$ cat config.mk
export PLATFORM = sky130hd
export DESIGN_NAME = clock_display_mux
export DESIGN_NICKNAME = d
export VERILOG_FILES = /design/src/rtl/clock_display_pkg.sv /design/src/rtl/seg7_decode.sv /design/src/rtl/clock_display_mux.sv
export SDC_FILE = /design/constraint.sdc
export NUM_CORES = 1
export LEC_CHECK = 0
export CAP_MARGIN = 10
export CORE_ASPECT_RATIO = 1.2
export CORE_MARGIN = 5
export CORE_UTILIZATION = 50
export DETAILED_ROUTE_END_ITERATION = 10
export GPL_TIMING_DRIVEN = 0
export PLACE_DENSITY = 0.77
export SLEW_MARGIN = 20
export SYNTH_ARGS = -nofsm -noshare
export SYNTH_HDL_FRONTEND = slang
export SYNTH_SLANG_ARGS = --single-unit
$ cat constraint.sdc
create_clock -name clk -period 2.88 [get_ports clk]
set_clock_uncertainty 0.15 [all_clocks]
set_input_delay 0.288 -clock clk [delete_from_list [all_inputs] [get_ports clk]]
set_output_delay 0.288 -clock clk [all_outputs]
set_load 0.005 [all_outputs]
$ cat src/rtl/clock_display_pkg.sv
// ----------------------------------------------------------------------------
// clock_display_pkg
// Shared definitions for the alarm-clock display scanner:
//   - digit index constants DIG_H1..DIG_S0 (5..0), matching the bit positions
//     of the active-low digit enable bus
//   - segment constants (active-low, {g,f,e,d,c,b,a})
//   - 16-entry BCD-to-segment glyph table, dash for codes above 9
//   - packed snapshot type holding one frame's worth of time digits
// ----------------------------------------------------------------------------
package clock_display_pkg;

    localparam logic [2:0] DIG_H1 = 3'd5;
    localparam logic [2:0] DIG_H0 = 3'd4;
    localparam logic [2:0] DIG_M1 = 3'd3;
    localparam logic [2:0] DIG_M0 = 3'd2;
    localparam logic [2:0] DIG_S1 = 3'd1;
    localparam logic [2:0] DIG_S0 = 3'd0;

    localparam logic [6:0] SEG_BLANK = 7'h7F;
    localparam logic [6:0] SEG_DASH  = 7'h3F;

    // Active-low glyphs, index = BCD code. A 7 lights only a, b and c.
    localparam logic [6:0] GLYPH_TABLE [16] = '{
        7'h40, 7'h79, 7'h24, 7'h30, 7'h19,
        7'h12, 7'h02, 7'h78, 7'h00, 7'h10,
        SEG_DASH, SEG_DASH, SEG_DASH, SEG_DASH, SEG_DASH, SEG_DASH
    };

    // One coherent HH:MM:SS sample, 22 bits total.
    typedef struct packed {
        logic [1:0] h1;
        logic [3:0] h0;
        logic [3:0] m1;
        logic [3:0] m0;
        logic [3:0] s1;
        logic [3:0] s0;
    } time_snap_t;

endpackage

$ cat src/rtl/seg7_decode.sv
// ----------------------------------------------------------------------------
// seg7_decode
// Combinational BCD to seven-segment decoder, active-low outputs.
// Codes 10..15 render as a dash (segment g only).
// Ports:
//   bcd  in  4  digit code
//   seg  out 7  segments {g,f,e,d,c,b,a}, active-low
// ----------------------------------------------------------------------------
module seg7_decode
    import clock_display_pkg::*;
(
    input  logic [3:0] bcd,
    output logic [6:0] seg
);

    assign seg = GLYPH_TABLE[bcd];

endmodule

$ cat src/rtl/clock_display_mux.sv
// ----------------------------------------------------------------------------
// clock_display_mux
// Six-digit multiplexed common-anode display scanner for the alarm clock.
// A frame walks digits H1 (5) down to S0 (0); the time digits are sampled
// into a snapshot only at the very end of a frame, so every frame shows one
// coherent time. Hour-tens leading-zero blanking and colon dots on H0/M0.
//
// Optional feature, enabled by defining CLOCK_DISP_BLINK_EN:
//   while alarm is high the digit enables blink with a half-period of
//   BLINK_DIV clocks; without the macro, alarm is ignored.
//
// Parameters:
//   SCAN_DIV   clk cycles each digit stays lit (1..255)
//   BLINK_DIV  clk cycles per blink half-period (1..255)
// Ports:
//   clk         in  1  system clock, rising edge
//   reset       in  1  asynchronous, active-high
//   h1          in  2  hour tens (BCD 0..2, 3 shows a dash)
//   h0,m1,m0,
//   s1,s0       in  4  hour ones, minute tens/ones, second tens/ones (BCD)
//   alarm       in  1  alarm active level
//   blank_lead  in  1  blank hour tens when it is zero (sampled live)
//   an          out 6  digit enables, active-low, bit 5 = H1 .. bit 0 = S0
//   seg         out 7  segments {g,f,e,d,c,b,a}, active-low
//   dp          out 1  decimal point (colon), active-low
//   digit_idx   out 3  digit currently presented on an/seg
// ----------------------------------------------------------------------------
module clock_display_mux
    import clock_display_pkg::*;
#(
    parameter int SCAN_DIV  = 1,
    parameter int BLINK_DIV = 5
) (
    input  logic       clk,
    input  logic       reset,
    input  logic [1:0] h1,
    input  logic [3:0] h0,
    input  logic [3:0] m1,
    input  logic [3:0] m0,
    input  logic [3:0] s1,
    input  logic [3:0] s0,
    input  logic       alarm,
    input  logic       blank_lead,
    output logic [5:0] an,
    output logic [6:0] seg,
    output logic       dp,
    output logic [2:0] digit_idx
);

    localparam logic [7:0] SCAN_LAST = 8'(SCAN_DIV - 1);

    logic [7:0] scan_cnt;
    logic [2:0] idx;
    time_snap_t snap;

    logic       scan_last;
    logic       frame_end;

    assign scan_last = (scan_cnt == SCAN_LAST);
    assign frame_end = scan_last && (idx == DIG_S0);

    // ------------------------------------------------------------------
    // Scan counter, digit index and frame snapshot
    // ------------------------------------------------------------------
    // NOTE: state registers use non-blocking assignments so every flop
    // samples the pre-edge values; blocking here would chain updates.
    always_ff @(posedge clk or posedge reset) begin
        if (reset) begin
            scan_cnt <= '0;
            idx      <= DIG_H1;
            snap     <= '0;
        end else begin
            if (scan_last) begin
                scan_cnt <= '0;
                idx      <= (idx == DIG_S0) ? DIG_H1 : idx - 3'd1;
            end else begin
                scan_cnt <= scan_cnt + 8'd1;
            end
            // Captured on the same edge that wraps idx back to H1, so the
            // next frame starts with the fresh time and never mixes two.
            if (frame_end) begin
                snap <= {h1, h0, m1, m0, s1, s0};
            end
        end
    end

    // ------------------------------------------------------------------
    // Optional alarm blink
    // ------------------------------------------------------------------
    logic dark;

`ifdef CLOCK_DISP_BLINK_EN
    localparam logic [7:0] BLINK_LAST = 8'(BLINK_DIV - 1);

    logic [7:0] blink_cnt;
    logic       blink_phase;

    always_ff @(posedge clk or posedge reset) begin
        if (reset) begin
            blink_cnt   <= '0;
            blink_phase <= 1'b0;
        end else if (!alarm) begin
            // Held at zero so a new alarm always opens with the lit half.
            blink_cnt   <= '0;
            blink_phase <= 1'b0;
        end else if (blink_cnt == BLINK_LAST) begin
            blink_cnt   <= '0;
            blink_phase <= ~blink_phase;
        end else begin
            blink_cnt   <= blink_cnt + 8'd1;
        end
    end

    // alarm is used live so dropping it lights the display on the next edge.
    assign dark = alarm & blink_phase;
`else
    localparam int unused_blink_div = BLINK_DIV;
    logic unused_alarm;
    assign unused_alarm = alarm;
    assign dark         = 1'b0;
`endif

    // ------------------------------------------------------------------
    // Digit mux (one decoder after the mux)
    // ------------------------------------------------------------------
    logic [3:0] digit_bcd;
    logic [6:0] digit_seg;

    // NOTE: every combinational output gets a default before the case so
    // no path leaves it unassigned, which would infer a latch.
    always_comb begin
        digit_bcd = 4'hF;
        case (idx)
            DIG_H1:  digit_bcd = (snap.h1 == 2'd3) ? 4'hF : {2'b00, snap.h1};
            DIG_H0:  digit_bcd = snap.h0;
            DIG_M1:  digit_bcd = snap.m1;
            DIG_M0:  digit_bcd = snap.m0;
            DIG_S1:  digit_bcd = snap.s1;
            DIG_S0:  digit_bcd = snap.s0;
            default: digit_bcd = 4'hF;
        endcase
    end

    seg7_decode u_seg7_decode (
        .bcd (digit_bcd),
        .seg (digit_seg)
    );

    // ------------------------------------------------------------------
    // Next output values and output registers
    // ------------------------------------------------------------------
    logic       blank_h1;
    logic [5:0] an_next;
    logic       dp_next;

    assign blank_h1 = blank_lead && (snap.h1 == 2'd0) && (idx == DIG_H1);

    always_comb begin
        an_next = 6'h3F;
        if (!dark && !blank_h1 && (idx <= DIG_H1)) begin
            an_next = ~(6'b000001 << idx);
        end
    end

    // Colon dots sit after the hour ones and minute ones digits.
    assign dp_next = !((idx == DIG_H0) || (idx == DIG_M0));

    always_ff @(posedge clk or posedge reset) begin
        if (reset) begin
            an        <= 6'h3F;
            seg       <= SEG_BLANK;
            dp        <= 1'b1;
            digit_idx <= DIG_H1;
        end else begin
            an        <= an_next;
            seg       <= digit_seg;
            dp        <= dp_next;
            digit_idx <= idx;
        end
    end

endmodule

==> results.md <==
- Register area share after synthesis: around 54%
- Clock Sinks: 50
- DR vias/cell: 5.233
- DP HPWL: 3113 um
- Fin nets: 255
- Worst Setup End Kind: register
- Wire per inst: 14.30 um
- IO Pins: 43
- Final period demand of the worst path: 2.366 ns
- First-pass iteration count of the detailed router: 4
- Adder-Cell Fraction of Synth Area: 2.650%
- Peak VDD IR: 0.0002747 V
- Largest family of logic cells by synthesized area: multiplexers
- Final period util: 82.15%
- RD Place Congestion: 0.7781
- Top post-synthesis cells by area: dfrtp_1 34%, dfstp_2 20%, mux2_4 12%, ha_1 2.6%, xnor2_1 2.2%
- Post-synth EDFFs: 0
- Worst slack, placed: approximately 0.55 ns
- Simple-gate share of the synthesized area: 12.93%
- CTS tree: yes
- Clock Tree Root: clkbuf_8
- Top cells by count, synth: 32 x dfrtp_1, 19 x mux2_4, 18 x dfstp_2
- Vias in the first global route: 1524
- Max-slew violations: 0
- Min-delay worst type: input pin to async pin
- Net Count, Synth: 206
- H-tree depth: 2
- Final global-route overflow total: 0
- Synth Cell Area: roughly 0.0024 sq mm
- Multiplexer share of the synthesized area: 15.26%
- Final worst slack: 0.5140 ns
- Die height: about 85 um
- ANT cells: 0
- Total track usage: 14.89%
- Critical path peak fanout: 10
- Synth warn: 0
- Floorplan row count: 27
- Worst path required time: between 2 and 3 ns
- Final setup TNS: 0 ns
- Distinct cells, synth: between 50 and 60
- First-pass GRT wire length: 7148 um
- Crit Path Class: register to register
- Area Overhead vs Synth: 25.91%
- Max transition margin: 72.35%
- Yosys top cell area share: 33.92%
- Final design utilization: 64.71%
- Mean Syn Cell Area: 13.49 sq um
- Max Root-Sink Buffers: 2
- Pin count of the biggest net entering global routing: 32
- Post-route ant nets: 0
- Crit path DAT: approximately 2.4 ns
- Synth Area in Compound Gates: 7.790%
- PostCTS Resize Cnt: 0
- Yosys top cell by area: dfrtp_1
- Synthesized flop and latch total: 50
- Final setup vio count: 0
- Setup Fix Bufs, Post-CTS: 0
- Cts bufs inserted: 5
- Async S/R FF share, synth: 100.0%
- Fillcell total: between 300 and 400
- RSZ-0062 raised after global routing: false
- Core area: 0.004594 sq mm
- XOR/XNOR Fraction of Synth Area: 2.597%
- LEAKAGE: around 0.0013 uW
- Share of cells above drive strength 1: around a third
- Drt drc: 0
- Reg clk slew, reported paths: 0.09 ns
- Initial antenna violation count: 0
- Post-cts hold buffer count: 0
- Clk_lat worst skew: 0.30 ns
- Fin Hold WS: between 0.15 and 0.2 ns
- Top_reg_cell synth: dfrtp_1
- Status: finished clean
- I/O Buffers: 41
- Wire length reported by the detailed router: 4047 um
- Worst Max-Slew Pin Slew: 0.4148 ns
- Iter 0 DRT Violations: 52
- Pwr dens: 449.6 mW/mm^2
- Max-cap violations: 0
- Max Freq: 0.4227 GHz
- Hold Violations, Final: 0
- Die width: 72.73 um
- Startpoint Class: register
- Vias: 1481
- Initial core utilization: 51.39%
- Die area: 0.006202 sq mm
- Gate Count Post-Synth: between 150 and 200
- Count leader, synth: dfrtp_1
==> final cells by class <==
type	count	area, sq um	share of cell area (%)
timing repair buffer	42	430.4	14.48
buffer	9	91.34	3.072
clock buffer	5	68.82	2.315
multi-input combinational	110	973.4	32.74
clock inverter	3	40.04	1.347
tap	58	72.57	2.441
inverter	6	22.52	0.7576
sequential	50	1274	42.85
==> sequential cells by signal, summed over array words and instances (netlist names) <==
register / count
snap: 22
scan_cnt: 8
seg: 7
an: 6
digit_idx: 3
idx: 3
dp: 1
==> cells in the final DEF, fill, tap and decap left out, types with 2 or more instances in the layout <==
cell,count
o21ai_1,2
xnor2_1,6
clkbuf_8,5
clkdlybuf4s50_1,41
or3_1,2
nor2_1,5
buf_12,3
buf_4,2
nand3_1,7
clkinv_2,2
dfstp_2,18
mux2i_1,3
buf_2,2
nor2b_1,3
o31ai_1,2
inv_2,3
nand2_1,11
a21oi_1,3
a211oi_1,2
nand2b_1,2
dfrtp_1,32
ha_1,5
inv_1,3
mux2_4,19
and3_1,3
mux2_2,3
a31oi_1,2
buf_6,2
o21ai_0,2
==> critical path: stages (launching register included) <==
cell,delay [ns]
dfstp_2,0.60
buf_2,0.21
and4bb_2,0.25
a211oi_1,0.33
o31ai_4,0.17
inv_2,0.11
ha_1,0.14
inv_1,0.05
o31ai_1,0.26
==> power by group <==
group	switching [uW]	internal, uW
Sequential	11.8	732
Combinational	44.0	77.2
Clock	216	255
Total	272	1060
==> stage by stage <==
step	std cells	total power, uW	instance area, sq um
global placement	274	874.4	2844
finish	283	1337	2973
CTS	283	1356	2973
global route	283	1393	2973
detailed placement	275	881.2	2864
floorplan	175	813.4	2361
==> per-layer routing <==
layer,vias up,share of wire [%],GRT usage (%)
met3,7,5.1,2.607
met1,726,44,19.35
met4,0,2.5,8.893
li1,713,-,-
met5,-,0,0
met2,35,49,22.91
==> cell families (layout without fill, tap and decap cells) <==
group           after synthesis  count (layout)
buf+inv                      15              65
compound gates               23              23
simple gates                 49              49
xor+xnor                      7               7
flops                        50              50
fa+ha+maj                     5               5
mux                          26              26
==> path summary, 6_finish.rpt <==
kind | start | end | slack [ns] | cells after the start
hold reg to reg | idx[0] | digit_idx[0] | 0.26 | 0
min in group clk | idx[0] | digit_idx[0] | 0.26 | 0
setup reg to reg | idx[2] | seg[2] | 0.51 | 8
setup / recovery | idx[2] | seg[2] | 0.51 | 8
hold / removal | reset | snap[15] | 0.15 | 2
max in group asynchronous | reset | an[5] | 1.86 | 3
(Power assumes the default switching activity.)
